**config.mk**
```make
export PLATFORM = sky130hd
export DESIGN_NAME = m_axi_cmd_flat
export DESIGN_NICKNAME = d
export VERILOG_FILES = /design/src/rtl/m_axi_cmd_pkg.sv /design/src/rtl/m_axi_cmd_if.sv /design/src/rtl/m_axi_cmd.sv /design/src/flat_wrapper.sv
export SDC_FILE = /design/constraint.sdc
export NUM_CORES = 1
export LEC_CHECK = 0
export CAP_MARGIN = 20
export CORE_AREA = 2 2 128 130
export CTS_CLUSTER_SIZE = 14
export DETAILED_ROUTE_END_ITERATION = 6
export DIE_AREA = 0 0 130 132
export GPL_TIMING_DRIVEN = 0
export PLACE_DENSITY = 0.66
export SLEW_MARGIN = 0
export SYNTH_ARGS = -nofsm -noshare
export SYNTH_HDL_FRONTEND = slang
export SYNTH_SLANG_ARGS = --single-unit
```
**constraint.sdc**
```tcl
create_clock -name clk -period 5.72 [get_ports clk]
set_clock_uncertainty 0.15 [all_clocks]
set_input_delay 1.716 -clock clk [delete_from_list [all_inputs] [get_ports clk]]
set_output_delay 1.716 -clock clk [all_outputs]
set_load 0.005 [all_outputs]
```
**src/rtl/m_axi_cmd_pkg.sv**
```systemverilog
// Shared types and AXI constants for the single-beat AXI command initiator.
package m_axi_cmd_pkg;

  typedef enum logic [2:0] {
    IDLE,
    WR_REQ,
    WR_RESP,
    RD_REQ,
    RD_DATA,
    RSP
  } state_t;

  localparam logic [1:0] BURST_INCR  = 2'b01;
  localparam logic [2:0] SIZE_4B     = 3'b010;
  localparam logic [1:0] RESP_OKAY   = 2'b00;
  localparam logic [1:0] RESP_SLVERR = 2'b10;

endpackage

```
**src/rtl/m_axi_cmd_if.sv**
```systemverilog
// Command/response port plus the AXI AW/W/B/AR/R channels of the initiator.
interface m_axi_cmd_if #(
  parameter int DATA_WIDTH = 32,
  parameter int ADDR_WIDTH = 32
);
  localparam int SW = DATA_WIDTH / 8;

  logic                  cmd_valid_i;
  logic                  cmd_ready_o;
  logic                  cmd_write_i;
  logic [ADDR_WIDTH-1:0] cmd_addr_i;
  logic [DATA_WIDTH-1:0] cmd_wdata_i;
  logic [SW-1:0]         cmd_wstrb_i;

  logic                  rsp_valid_o;
  logic                  rsp_ready_i;
  logic                  rsp_write_o;
  logic [DATA_WIDTH-1:0] rsp_rdata_o;
  logic [1:0]            rsp_resp_o;

  logic [3:0]            awid_o;
  logic [3:0]            awlen_o;
  logic [2:0]            awsize_o;
  logic [1:0]            awburst_o;
  logic [ADDR_WIDTH-1:0] awaddr_o;
  logic                  awvalid_o;
  logic                  awready_i;

  logic [3:0]            wid_o;
  logic [DATA_WIDTH-1:0] wdata_o;
  logic [SW-1:0]         wstrb_o;
  logic                  wlast_o;
  logic                  wvalid_o;
  logic                  wready_i;

  logic [3:0]            bid_i;
  logic [1:0]            bresp_i;
  logic                  bvalid_i;
  logic                  bready_o;

  logic [3:0]            arid_o;
  logic [ADDR_WIDTH-1:0] araddr_o;
  logic                  arvalid_o;
  logic                  arready_i;

  logic [3:0]            rid_i;
  logic [DATA_WIDTH-1:0] rdata_i;
  logic                  rlast_i;
  logic                  rvalid_i;
  logic                  rready_o;

  modport master (
    input  cmd_valid_i, cmd_write_i, cmd_addr_i, cmd_wdata_i, cmd_wstrb_i,
    output cmd_ready_o,
    output rsp_valid_o, rsp_write_o, rsp_rdata_o, rsp_resp_o,
    input  rsp_ready_i,
    output awid_o, awlen_o, awsize_o, awburst_o, awaddr_o, awvalid_o,
    input  awready_i,
    output wid_o, wdata_o, wstrb_o, wlast_o, wvalid_o,
    input  wready_i,
    input  bid_i, bresp_i, bvalid_i,
    output bready_o,
    output arid_o, araddr_o, arvalid_o,
    input  arready_i,
    input  rid_i, rdata_i, rlast_i, rvalid_i,
    output rready_o
  );

  modport slave (
    output cmd_valid_i, cmd_write_i, cmd_addr_i, cmd_wdata_i, cmd_wstrb_i,
    input  cmd_ready_o,
    input  rsp_valid_o, rsp_write_o, rsp_rdata_o, rsp_resp_o,
    output rsp_ready_i,
    input  awid_o, awlen_o, awsize_o, awburst_o, awaddr_o, awvalid_o,
    output awready_i,
    input  wid_o, wdata_o, wstrb_o, wlast_o, wvalid_o,
    output wready_i,
    output bid_i, bresp_i, bvalid_i,
    input  bready_o,
    input  arid_o, araddr_o, arvalid_o,
    output arready_i,
    output rid_i, rdata_i, rlast_i, rvalid_i,
    input  rready_o
  );

endinterface

```
**src/rtl/m_axi_cmd.sv**
```systemverilog
// Single-outstanding AXI initiator: one command in, one AXI beat out,
// outcome returned on the response port.
module m_axi_cmd
  import m_axi_cmd_pkg::*;
#(
  parameter int         DATA_WIDTH = 32,
  parameter int         ADDR_WIDTH = 32,
  parameter logic [3:0] AXI_ID     = 4'h0
) (
  input  logic         clk,
  input  logic         areset,
  m_axi_cmd_if.master  bus,
  output logic         busy_o,
  output logic         id_err_o
);

  localparam int SW = DATA_WIDTH / 8;

  state_t                state;
  state_t                nxt;
  logic                  aw_done;
  logic                  w_done;
  logic                  write_q;
  logic [ADDR_WIDTH-1:0] addr_q;
  logic [DATA_WIDTH-1:0] wdata_q;
  logic [SW-1:0]         strb_q;
  logic [DATA_WIDTH-1:0] rdata_q;
  logic [1:0]            resp_q;
  logic                  id_err_q;

  logic aw_hs;
  logic w_hs;
  logic b_hs;
  logic r_hs;
  logic accept;
  logic unused_rlast;

  assign aw_hs  = bus.awvalid_o & bus.awready_i;
  assign w_hs   = bus.wvalid_o & bus.wready_i;
  assign b_hs   = bus.bready_o & bus.bvalid_i;
  assign r_hs   = bus.rready_o & bus.rvalid_i;
  assign accept = bus.cmd_ready_o & bus.cmd_valid_i;

  // Last beat is implied by single-beat bursts
  assign unused_rlast = bus.rlast_i;

  always_ff @(posedge clk or posedge areset) begin
    if (areset) state <= IDLE;
    else        state <= nxt;
  end

  always_comb begin
    nxt             = state;
    bus.cmd_ready_o = 1'b0;
    bus.awvalid_o   = 1'b0;
    bus.wvalid_o    = 1'b0;
    bus.bready_o    = 1'b0;
    bus.arvalid_o   = 1'b0;
    bus.rready_o    = 1'b0;
    bus.rsp_valid_o = 1'b0;
    busy_o          = 1'b1;
    unique case (state)
      IDLE: begin
        bus.cmd_ready_o = 1'b1;
        busy_o          = 1'b0;
        if (bus.cmd_valid_i)
          nxt = bus.cmd_write_i ? WR_REQ : RD_REQ;
      end
      WR_REQ: begin
        bus.awvalid_o = ~aw_done;
        bus.wvalid_o  = ~w_done;
        if ((aw_done | aw_hs) & (w_done | w_hs)) nxt = WR_RESP;
      end
      WR_RESP: begin
        bus.bready_o = 1'b1;
        if (bus.bvalid_i) nxt = RSP;
      end
      RD_REQ: begin
        bus.arvalid_o = 1'b1;
        if (bus.arready_i) nxt = RD_DATA;
      end
      RD_DATA: begin
        bus.rready_o = 1'b1;
        if (bus.rvalid_i) nxt = RSP;
      end
      RSP: begin
        bus.rsp_valid_o = 1'b1;
        if (bus.rsp_ready_i) nxt = IDLE;
      end
      default: nxt = IDLE;
    endcase
  end

  always_ff @(posedge clk or posedge areset) begin
    if (areset) begin
      aw_done  <= 1'b0;
      w_done   <= 1'b0;
      write_q  <= 1'b0;
      addr_q   <= '0;
      wdata_q  <= '0;
      strb_q   <= '0;
      rdata_q  <= '0;
      resp_q   <= RESP_OKAY;
      id_err_q <= 1'b0;
    end else begin
      if (accept) begin
        aw_done <= 1'b0;
        w_done  <= 1'b0;
        write_q <= bus.cmd_write_i;
        addr_q  <= bus.cmd_addr_i;
        wdata_q <= bus.cmd_wdata_i;
        strb_q  <= bus.cmd_wstrb_i;
        rdata_q <= '0;
        resp_q  <= RESP_OKAY;
      end
      if (aw_hs) aw_done <= 1'b1;
      if (w_hs)  w_done  <= 1'b1;
      if (b_hs) begin
        resp_q  <= bus.bresp_i;
        rdata_q <= '0;
        if (bus.bid_i != AXI_ID) id_err_q <= 1'b1;
      end
      if (r_hs) begin
        resp_q  <= RESP_OKAY;
        rdata_q <= bus.rdata_i;
        if (bus.rid_i != AXI_ID) id_err_q <= 1'b1;
      end
    end
  end

  assign bus.awid_o      = AXI_ID;
  assign bus.awlen_o     = 4'd0;
  assign bus.awsize_o    = SIZE_4B;
  assign bus.awburst_o   = BURST_INCR;
  assign bus.awaddr_o    = addr_q;
  assign bus.wid_o       = AXI_ID;
  assign bus.wdata_o     = wdata_q;
  assign bus.wstrb_o     = strb_q;
  assign bus.wlast_o     = 1'b1;
  assign bus.arid_o      = AXI_ID;
  assign bus.araddr_o    = addr_q;
  assign bus.rsp_write_o = write_q;
  assign bus.rsp_rdata_o = rdata_q;
  assign bus.rsp_resp_o  = resp_q;
  assign id_err_o        = id_err_q;

endmodule

```
**src/flat_wrapper.sv**
```systemverilog
// flat-port wrapper written by rule: the top's interface ports become plain ports
module m_axi_cmd_flat import m_axi_cmd_pkg::*;
#(
  parameter int         DATA_WIDTH = 32,
  parameter int         ADDR_WIDTH = 32,
  parameter logic [3:0] AXI_ID     = 4'h0
)
  (clk, areset, busy_o, id_err_o, bus_cmd_valid_i, bus_cmd_write_i, bus_cmd_addr_i, bus_cmd_wdata_i, bus_cmd_wstrb_i, bus_cmd_ready_o, bus_rsp_valid_o, bus_rsp_write_o, bus_rsp_rdata_o, bus_rsp_resp_o, bus_rsp_ready_i, bus_awid_o, bus_awlen_o, bus_awsize_o, bus_awburst_o, bus_awaddr_o, bus_awvalid_o, bus_awready_i, bus_wid_o, bus_wdata_o, bus_wstrb_o, bus_wlast_o, bus_wvalid_o, bus_wready_i, bus_bid_i, bus_bresp_i, bus_bvalid_i, bus_bready_o, bus_arid_o, bus_araddr_o, bus_arvalid_o, bus_arready_i, bus_rid_i, bus_rdata_i, bus_rlast_i, bus_rvalid_i, bus_rready_o);
  m_axi_cmd_if #(.DATA_WIDTH(DATA_WIDTH), .ADDR_WIDTH(ADDR_WIDTH)) bus_i ();
  input  logic clk;
  input  logic areset;
  output logic busy_o;
  output logic id_err_o;
  input wire logic [$bits(bus_i.cmd_valid_i)-1:0] bus_cmd_valid_i;
  input wire logic [$bits(bus_i.cmd_write_i)-1:0] bus_cmd_write_i;
  input wire logic [$bits(bus_i.cmd_addr_i)-1:0] bus_cmd_addr_i;
  input wire logic [$bits(bus_i.cmd_wdata_i)-1:0] bus_cmd_wdata_i;
  input wire logic [$bits(bus_i.cmd_wstrb_i)-1:0] bus_cmd_wstrb_i;
  output wire logic [$bits(bus_i.cmd_ready_o)-1:0] bus_cmd_ready_o;
  output wire logic [$bits(bus_i.rsp_valid_o)-1:0] bus_rsp_valid_o;
  output wire logic [$bits(bus_i.rsp_write_o)-1:0] bus_rsp_write_o;
  output wire logic [$bits(bus_i.rsp_rdata_o)-1:0] bus_rsp_rdata_o;
  output wire logic [$bits(bus_i.rsp_resp_o)-1:0] bus_rsp_resp_o;
  input wire logic [$bits(bus_i.rsp_ready_i)-1:0] bus_rsp_ready_i;
  output wire logic [$bits(bus_i.awid_o)-1:0] bus_awid_o;
  output wire logic [$bits(bus_i.awlen_o)-1:0] bus_awlen_o;
  output wire logic [$bits(bus_i.awsize_o)-1:0] bus_awsize_o;
  output wire logic [$bits(bus_i.awburst_o)-1:0] bus_awburst_o;
  output wire logic [$bits(bus_i.awaddr_o)-1:0] bus_awaddr_o;
  output wire logic [$bits(bus_i.awvalid_o)-1:0] bus_awvalid_o;
  input wire logic [$bits(bus_i.awready_i)-1:0] bus_awready_i;
  output wire logic [$bits(bus_i.wid_o)-1:0] bus_wid_o;
  output wire logic [$bits(bus_i.wdata_o)-1:0] bus_wdata_o;
  output wire logic [$bits(bus_i.wstrb_o)-1:0] bus_wstrb_o;
  output wire logic [$bits(bus_i.wlast_o)-1:0] bus_wlast_o;
  output wire logic [$bits(bus_i.wvalid_o)-1:0] bus_wvalid_o;
  input wire logic [$bits(bus_i.wready_i)-1:0] bus_wready_i;
  input wire logic [$bits(bus_i.bid_i)-1:0] bus_bid_i;
  input wire logic [$bits(bus_i.bresp_i)-1:0] bus_bresp_i;
  input wire logic [$bits(bus_i.bvalid_i)-1:0] bus_bvalid_i;
  output wire logic [$bits(bus_i.bready_o)-1:0] bus_bready_o;
  output wire logic [$bits(bus_i.arid_o)-1:0] bus_arid_o;
  output wire logic [$bits(bus_i.araddr_o)-1:0] bus_araddr_o;
  output wire logic [$bits(bus_i.arvalid_o)-1:0] bus_arvalid_o;
  input wire logic [$bits(bus_i.arready_i)-1:0] bus_arready_i;
  input wire logic [$bits(bus_i.rid_i)-1:0] bus_rid_i;
  input wire logic [$bits(bus_i.rdata_i)-1:0] bus_rdata_i;
  input wire logic [$bits(bus_i.rlast_i)-1:0] bus_rlast_i;
  input wire logic [$bits(bus_i.rvalid_i)-1:0] bus_rvalid_i;
  output wire logic [$bits(bus_i.rready_o)-1:0] bus_rready_o;
  assign bus_i.cmd_valid_i = bus_cmd_valid_i;
  assign bus_i.cmd_write_i = bus_cmd_write_i;
  assign bus_i.cmd_addr_i = bus_cmd_addr_i;
  assign bus_i.cmd_wdata_i = bus_cmd_wdata_i;
  assign bus_i.cmd_wstrb_i = bus_cmd_wstrb_i;
  assign bus_cmd_ready_o = bus_i.cmd_ready_o;
  assign bus_rsp_valid_o = bus_i.rsp_valid_o;
  assign bus_rsp_write_o = bus_i.rsp_write_o;
  assign bus_rsp_rdata_o = bus_i.rsp_rdata_o;
  assign bus_rsp_resp_o = bus_i.rsp_resp_o;
  assign bus_i.rsp_ready_i = bus_rsp_ready_i;
  assign bus_awid_o = bus_i.awid_o;
  assign bus_awlen_o = bus_i.awlen_o;
  assign bus_awsize_o = bus_i.awsize_o;
  assign bus_awburst_o = bus_i.awburst_o;
  assign bus_awaddr_o = bus_i.awaddr_o;
  assign bus_awvalid_o = bus_i.awvalid_o;
  assign bus_i.awready_i = bus_awready_i;
  assign bus_wid_o = bus_i.wid_o;
  assign bus_wdata_o = bus_i.wdata_o;
  assign bus_wstrb_o = bus_i.wstrb_o;
  assign bus_wlast_o = bus_i.wlast_o;
  assign bus_wvalid_o = bus_i.wvalid_o;
  assign bus_i.wready_i = bus_wready_i;
  assign bus_i.bid_i = bus_bid_i;
  assign bus_i.bresp_i = bus_bresp_i;
  assign bus_i.bvalid_i = bus_bvalid_i;
  assign bus_bready_o = bus_i.bready_o;
  assign bus_arid_o = bus_i.arid_o;
  assign bus_araddr_o = bus_i.araddr_o;
  assign bus_arvalid_o = bus_i.arvalid_o;
  assign bus_i.arready_i = bus_arready_i;
  assign bus_i.rid_i = bus_rid_i;
  assign bus_i.rdata_i = bus_rdata_i;
  assign bus_i.rlast_i = bus_rlast_i;
  assign bus_i.rvalid_i = bus_rvalid_i;
  assign bus_rready_o = bus_i.rready_o;
  m_axi_cmd #(.DATA_WIDTH(DATA_WIDTH), .ADDR_WIDTH(ADDR_WIDTH), .AXI_ID(AXI_ID)) u_core (.clk(clk), .areset(areset), .bus(bus_i), .busy_o(busy_o), .id_err_o(id_err_o));
endmodule
```
# Word level (Yosys, flattened, before mapping)
# Index checks and enable logic that the tools add are counted.
# op_classes
n_eq_ne	11
n_mux	29
n_bitwise	10
reduce_logical	7
# op_table
operator	count
two-way mux 32 bit	3
two-way mux 3 bit	6
one-hot mux 3 bit (6 select lines)	1
two-way mux 1 bit	15
inequality test 2 bit (second input constant)	5
two-way mux 2 bit	4
nonzero test 4 bit	2
bitwise AND 1 bit	6
equality test 3 x 2 -> 1 bit (second input constant)	2
equality test 3 bit (second input constant)	2
AND reduction 6 bit	1
nonzero test 2 bit	2
equality test 3 x 1 -> 1 bit (second input constant)	1
zero test 3 bit	1
nonzero test 3 bit	1
inequality test 2 x 1 -> 1 bit (second input constant)	1
inverter 1 bit	2
bitwise OR 1 bit	2
# word_totals
reg_bits	109
input_bits	121
out_inout_bits	166
wordCells	67

# Depth between registers and ports, before layout
# Gate-level depths: netlist (run 1).
# logic_depth
word_depth	7
ltp_mapped	7
mapped_depth_nobuf	4

# Worst setup path before layout (run 1)
# Ideal clock, no wire load.
# synth_path
kind	reg2out
from	register u_core.state[1]
to	output bus_awvalid_o
arrival_time_ps	857
required_ps	3854
setup_slack_ps	2997
path_stages_with_launch	4
path_buffers	0
cell_sequence	dfrtp_1 > nor2_1 > nand2_1 > nor2_1
# synth_via
elab_chain_cells	2
# synth_lines
element	line	rtl
start: declaration	m_axi_cmd.sv:19	state_t state;
start signal: assignment	m_axi_cmd.sv:49	else state <= nxt;
equality test 3 x 1 -> 1 bit	m_axi_cmd.sv:62	unique case (state)
two-way mux 1 bit	m_axi_cmd.sv:62	
end: declaration	flat_wrapper.sv:30	output wire logic [$bits(bus_i.awvalid_o)-1:0] bus_awvalid_o;
# Every way passes these cells.

# Worst setup path in the final report (run 1)
# layout_path
from	register u_core.state[2]
to	output bus_bready_o
# layout_via
elab_chain_cells	2
# layout_lines
element	line	rtl
equality test 3 x 2 -> 1 bit	m_axi_cmd.sv:62	
two-way mux 1 bit	m_axi_cmd.sv:62	
end: declaration	flat_wrapper.sv:41	output wire logic [$bits(bus_i.bready_o)-1:0] bus_bready_o;
# Every way passes these cells.

==> flow_summary.json, run 1 <==
{
  "ir_drop_uv": 239,
  "clkSinkCount": 109,
  "grt_start_max_net_pins": 68,
  "antenna_found_initial": 0,
  "start_util_pct": 29.5,
  "io_buffers": 263,
  "rsz0062_at_grt": "false",
  "maxSlewViolCount": 0,
  "arrival_ns": 2.03,
  "slew_headroom_pct": 62.8,
  "fillers": 1474,
  "vias": 4157,
  "finalHoldViolCount": 0,
  "grtUsageTotal_pct": 16.2,
  "drt-total-wl_mm": 13.8,
  "status": "finished, final reports clean",
  "ctsLongestPathBuffers": 2,
  "worst_skew_pair.late_latency_ns": 0.35,
  "synthCells": 470,
  "coreArea_sq_mm": 0.0157,
  "finalSetupViolCount": 0,
  "cts_buffers": 9,
  "required_ns": 3.85,
  "ys_ff_latch": 109,
  "hold_path.class": "reg -> reg",
  "yosys.area.top_type": "dfrtp_1",
  "powerDensity_mw_per_mm2": 504,
  "cts_setup_buffers": 0,
  "yosysWarnings": 0,
  "cp_max_fo": 7,
  "root_buffer": "clkbuf_16",
  "gp_congestion": 0.746,
  "leakagePower_nw": 3.81,
  "final.setup.tns_ns": 0,
  "area_delta_synth_final_pct": 71.7,
  "crit_path_cell_trace": "nand2b_1, nor2_1, clkdlybuf4s50_1",
  "r2r_end": "u_core.w_done",
  "dr.pass1.iters": 4,
  "min_from": "u_core.bus.wdata_o[10]",
  "htreeDepth": 3,
  "drc_errors": 0,
  "die_w_um": 130,
  "ant_nets": 0,
  "r2r_slack_ns": 3.85,
  "r2r-start": "u_core.state[0]",
  "whs_endpoint": "u_core.bus.wdata_o[10]",
  "num_antenna_cells": 0,
  "synth_area_sq_mm": 0.00463,
  "grt-ovfl-total": 0,
  "nets": 886,
  "r2r_cells": 4,
  "yosysSeqAreaShare_pct": 58.9,
  "final_cell_area_sq_mm": 0.00795,
  "cp_slowest_cell": "clkdlybuf4s50_1",
  "synth_top_area_share_pct": 58.9,
  "cts_tree": "yes",
  "dieArea_sq_mm": 0.0172,
  "syn_area_per_cell_sq_um": 9.85,
  "pin_count": 287,
  "cap_violations": 0,
  "criticalPathCategory": "reg -> out",
  "clkSlewWorstSetupHoldPaths_ns": 0.07,
  "hpwl_mm": 10.8,
  "grt_pass1_vias": 4383,
  "start_kind": "flop",
  "min_delay_path_depth": 2,
  "cts_resized": 0,
  "ys_types": 27,
  "min_period_ns": 3.89,
  "drt-initial-drc-count": 117,
  "place_area_sq_mm": 0.00764,
  "routedWlPerCell_um": 14.0,
  "die_h_um": 132,
  "final_cells": 986,
  "drive_above_1_share_pct": 11.8,
  "dp.cells": 970,
  "cp-end-kind": "primary output",
  "fmax_mhz": 257,
  "hold_buffers": 0,
  "finalCritPeriodShare_pct": 68.1,
  "grt_first_pass_wirelength_mm": 22.1,
  "max_slew.worst_pin.slew_ns": 0.557,
  "vias_per_cell": 4.22,
  "rows": 46,
  "slowest_delay_ns": 0.58,
  "yosys-top-cells-area": "dfrtp_1 59%, nand2_1 17%, buf_4 8.9%, a22o_1 6.4%, buf_6 1.9%"
}
-- cell usage after synthesis (all sizes together) --
| cell type | count |
|---|---|
| nor3b | 1 |
| nand3b | 1 |
| or4 | 1 |
| conb | 2 |
| o21ai | 4 |
| a211o | 1 |
| buf | 70 |
| nor4 | 1 |
| nor3 | 1 |
| o2bb2ai | 1 |
| a21oi | 3 |
| clkbuf | 6 |
| inv | 4 |
| o22ai | 2 |
| a32o | 2 |
| nor2 | 9 |
| and2 | 2 |
| nand2b | 2 |
| a22o | 34 |
| mux2i | 3 |
| dfrtp | 109 |
| nand2 | 211 |
-- layer usage --
| metal | global-route usage [%] | vias up | wire length (um) |
|---|---|---|---|
| met5 | 0 | - | 0 |
| met4 | 4.90 | 0 | 193 |
| met3 | 5.07 | 14 | 1060 |
| met2 | 28.8 | 166 | 7200 |
| met1 | 18.4 | 1965 | 5350 |
| li1 | - | 2012 | - |
-- sequential cells by signal, indices dropped and copies added, names as in the netlist --
name	flops
u_core.bus.rsp_write_o	1
u_core.w_done	1
u_core.bus.rsp_resp_o	2
u_core.state	3
u_core.bus.rsp_rdata_o	32
u_core.bus.wstrb_o	4
u_core.bus.araddr_o	32
u_core.aw_done	1
u_core.id_err_o	1
u_core.bus.wdata_o	32
-- how the worst max path moves through the flow --
stage,from,end
2_1_floorplan,areset,u_core.aw_done
3_3_place_gp,areset,u_core.bus.rsp_rdata_o[26]
3_5_place_dp,u_core.state[2],bus_bready_o
4_1_cts,u_core.state[2],bus_bready_o
5_1_grt,u_core.state[1],bus_bready_o
6_report,u_core.state[2],bus_bready_o
-- placed cells by master, fill, tap and decap left out, types with 2 or more instances in the layout --
cell type,n
clkinv_4,2
o21ai_0,2
buf_4,55
clkbuf_16,9
buf_2,7
clkdlybuf4s50_1,263
buf_6,8
clkbuf_1,7
dfrtp_1,109
a21oi_1,3
o22ai_1,2
nand2b_1,2
a32o_1,2
conb_1,22
nor2_1,9
and2_1,2
inv_1,3
a22o_1,34
nand2_1,210
mux2i_1,3
-- final cells by class --
type                            count  area [sq um]  share of cell area (%)
Tap cell                          216           270                    3.40
Inverter                            4          17.5                   0.220
Multi-Input combinational cell    301          1400                    17.6
Timing Repair Buffer              264          2660                    33.5
Sequential cell                   109          2730                    34.3
Buffer                             76           561                    7.05
Clock buffer                       11           243                    3.05
Clock inverter                      5          67.6                   0.850
-- critical path, delay by kind of cell, from the launching register on --
kind	cells	cell delay, ns
and+or+nand+nor	2	0.62
buffers and inverters	1	0.58
DFF	1	0.48
-- report_power, final --
part | total (W) | switching, W | internal (W) | leakage, nW
Sequential | 0.00139 | 0.000255 | 0.00113 | 1.39
Combinational | 0.00197 | 0.000707 | 0.00126 | 2.27
Clock | 0.000651 | 0.000293 | 0.000358 | 0.152
-- cell families after synthesis --
kind of cell / after synthesis / synth area share (%)
other cells: 2 / 0.162
simple gates: 229 / 19.5
buf+inv: 80 / 12.4
compound gates: 47 / 8.35
flops: 109 / 58.9
mux: 3 / 0.648
-- stage by stage --
step	power [W]	worst slack, ns	hold slack, ns	utilization, %
2_1_floorplan	0.00215	0.980	0.320	-
3_5_place_dp	0.00340	2.19	0.314	48.6
5_1_grt	0.00431	1.75	0.358	50.6
3_3_place_gp	0.00334	-0.679	0.307	48.4
6_report	0.00401	1.83	0.326	50.6
4_1_cts	0.00407	1.80	0.330	50.6
Note: power is estimated with default switching activity, not from simulation.
==> inputs of run 2 (changes only) <==
PLACE_DENSITY = 0.69   (was 0.66)
clock period = 3.2 ns   (was 5.72 ns; I/O delays follow)
==> flow_summary.json, run 2 (same netlist as run 1, synthesis figures left out) <==
{
  "r2r_end": "u_core.w_done",
  "coreArea_sq_mm": 0.0157,
  "pin_count": 287,
  "crit_path_cell_trace": "nand2b_1, nor2_1, clkdlybuf4s50_1",
  "root_buffer": "clkbuf_16",
  "multi_input_area_sq_mm": 0.00140,
  "vias_per_cell": 4.12,
  "cts_setup_buffers": 0,
  "fin_ws_ns": 0.134,
  "cp.depth": 3,
  "ant_nets": 0,
  "hpwl_mm": 10.7,
  "fillers": 1484,
  "cap_violations": 0,
  "start_kind": "flop",
  "grt_start_max_net_pins": 40,
  "grtUsageTotal_pct": 16.1,
  "place_ws_ns": 0.513,
  "mostFrequentLayoutCell": "clkdlybuf4s50_1",
  "max_slew.worst_pin.slew_ns": 0.778,
  "hold_path.class": "reg -> reg",
  "cts_tree": "yes",
  "finalSetupViolCount": 0,
  "whs_ns": 0.323,
  "finalHoldViolCount": 0,
  "regArea_sq_mm": 0.00273,
  "cp_max_fo": 7,
  "dieArea_sq_mm": 0.0172,
  "required_ns": 2.09,
  "drc_errors": 0,
  "drive_above_1_share_pct": 12.1,
  "start_util_pct": 29.5,
  "final_util_pct": 50.7,
  "die_w_um": 130,
  "criticalPathCategory": "reg -> out",
  "num_antenna_cells": 0,
  "status": "finished, final reports clean",
  "ctsLongestPathBuffers": 2,
  "finalCritPeriodShare_pct": 95.8,
  "arrival_ns": 1.96,
  "endpoint": "bus_bready_o",
  "ir_drop_uv": 361,
  "htreeDepth": 3,
  "antenna_found_initial": 0,
  "clkSinkCount": 109,
  "nets": 887,
  "r2r-start": "u_core.state[0]",
  "clkSlewWorstSetupHoldPaths_ns": 0.08,
  "drt-total-wl_mm": 14.0,
  "grt-ovfl-total": 0,
  "critPathLaunch": "u_core.state[2]",
  "maxSlewViolCount": 0,
  "cp_slowest_cell": "clkdlybuf4s50_1",
  "fmax_mhz": 326,
  "cts_resized": 0,
  "dr.pass1.iters": 4,
  "r2r_slack_ns": 1.30,
  "routedWlPerCell_um": 14.2,
  "io_buffers": 263,
  "drt-initial-drc-count": 137,
  "final_cells": 987,
  "hold_buffers": 0,
  "cts_buffers": 9,
  "min_period_ns": 3.07,
  "r2r_cells": 4,
  "leakagePower_nw": 3.81,
  "dp.cells": 971,
  "powerDensity_mw_per_mm2": 899,
  "gp_congestion": 0.731,
  "area_delta_synth_final_pct": 71.9,
  "rows": 46,
  "grt_pass1_vias": 4045,
  "rsz0062_at_grt": "false",
  "worst_skew_pair.late_latency_ns": 0.35,
  "critical-path-top-delay-family": "buffers and inverters",
  "path_buf_inv": 1,
  "layout_common_cells": "263 x clkdlybuf4s50_1, 210 x nand2_1, 109 x dfrtp_1, 55 x buf_4, 34 x a22o_1",
  "cp-end-kind": "primary output",
  "grt_first_pass_wirelength_mm": 21.6,
  "vias": 4070,
  "slew_headroom_pct": 48.0,
  "die_h_um": 132,
  "slowest_delay_ns": 0.59
}
run 2: cell count changes in the layout (fill, tap and decap cells not counted), sizes merged:
cell / previous run / this run
buf: 71 / 72
clkbuf: 17 / 16
clkinvlp: 0 / 2
inv: 6 / 5
run 2: routing by layer:
metal / up-vias / global-route usage (%) / share of wire, %
li1: 2016 / - / -
met1: 1883 / 18.9 / 40
met5: - / 0 / 0
met4: 0 / 5.20 / 1.5
met2: 157 / 27.6 / 50
met3: 14 / 5.40 / 8.4
run 2: cell type report:
| type | instances | area share [%] |
|---|---|---|
| clock buffers | 10 | 3.00 |
| plain buffers | 76 | 7.04 |
| clock inverters | 6 | 0.865 |
| repair buffers | 265 | 33.6 |
| flip-flops and latches | 109 | 34.3 |
| well taps | 216 | 3.40 |
| inverters | 4 | 0.236 |
| multi-input cells | 301 | 17.6 |
run 2: how the worst min path moves through the flow:
stage                           startpoint                      to  slack [ns]  cells after the start
global route         u_core.bus.wdata_o[5]   u_core.bus.wdata_o[5]        0.35                      2
detailed placement   u_core.bus.wstrb_o[2]   u_core.bus.wstrb_o[2]        0.31                      2
floorplan           u_core.bus.rsp_write_o  u_core.bus.rsp_write_o        0.32                      2
finish               u_core.bus.wstrb_o[2]   u_core.bus.wstrb_o[2]        0.32                      2
global placement    u_core.bus.wdata_o[11]  u_core.bus.wdata_o[11]        0.31                      2
CTS                  u_core.bus.wstrb_o[2]   u_core.bus.wstrb_o[2]        0.33                      2
run 2: tightest hold or removal path, stage by stage, from the launching register on:
cell     delay, ns
dfrtp_1       0.34
nand2_1       0.05
nand2_1       0.05
run 2: stage by stage:
stage          instance area, sq um  setup TNS, ns  total power (W)
3_5_place_dp                   7650              0          0.00607
3_3_place_gp                   7610         -41.69          0.00601
2_1_floorplan                  4710              0          0.00384
4_1_cts                        7960              0          0.00728
5_1_grt                        7960              0          0.00768
6_report                       7960              0          0.00716
run 2: power by group:
part           switching, W  internal, W
logic               0.00127      0.00226
clock network      0.000520     0.000635
registers          0.000449      0.00203
total               0.00224      0.00492
==> inputs of run 3 (changes only) <==
SKIP_LAST_GASP = 1   (was not set)
==> results of run 3 <==
Final layout, timing and power as in run 2 (identical DEF).
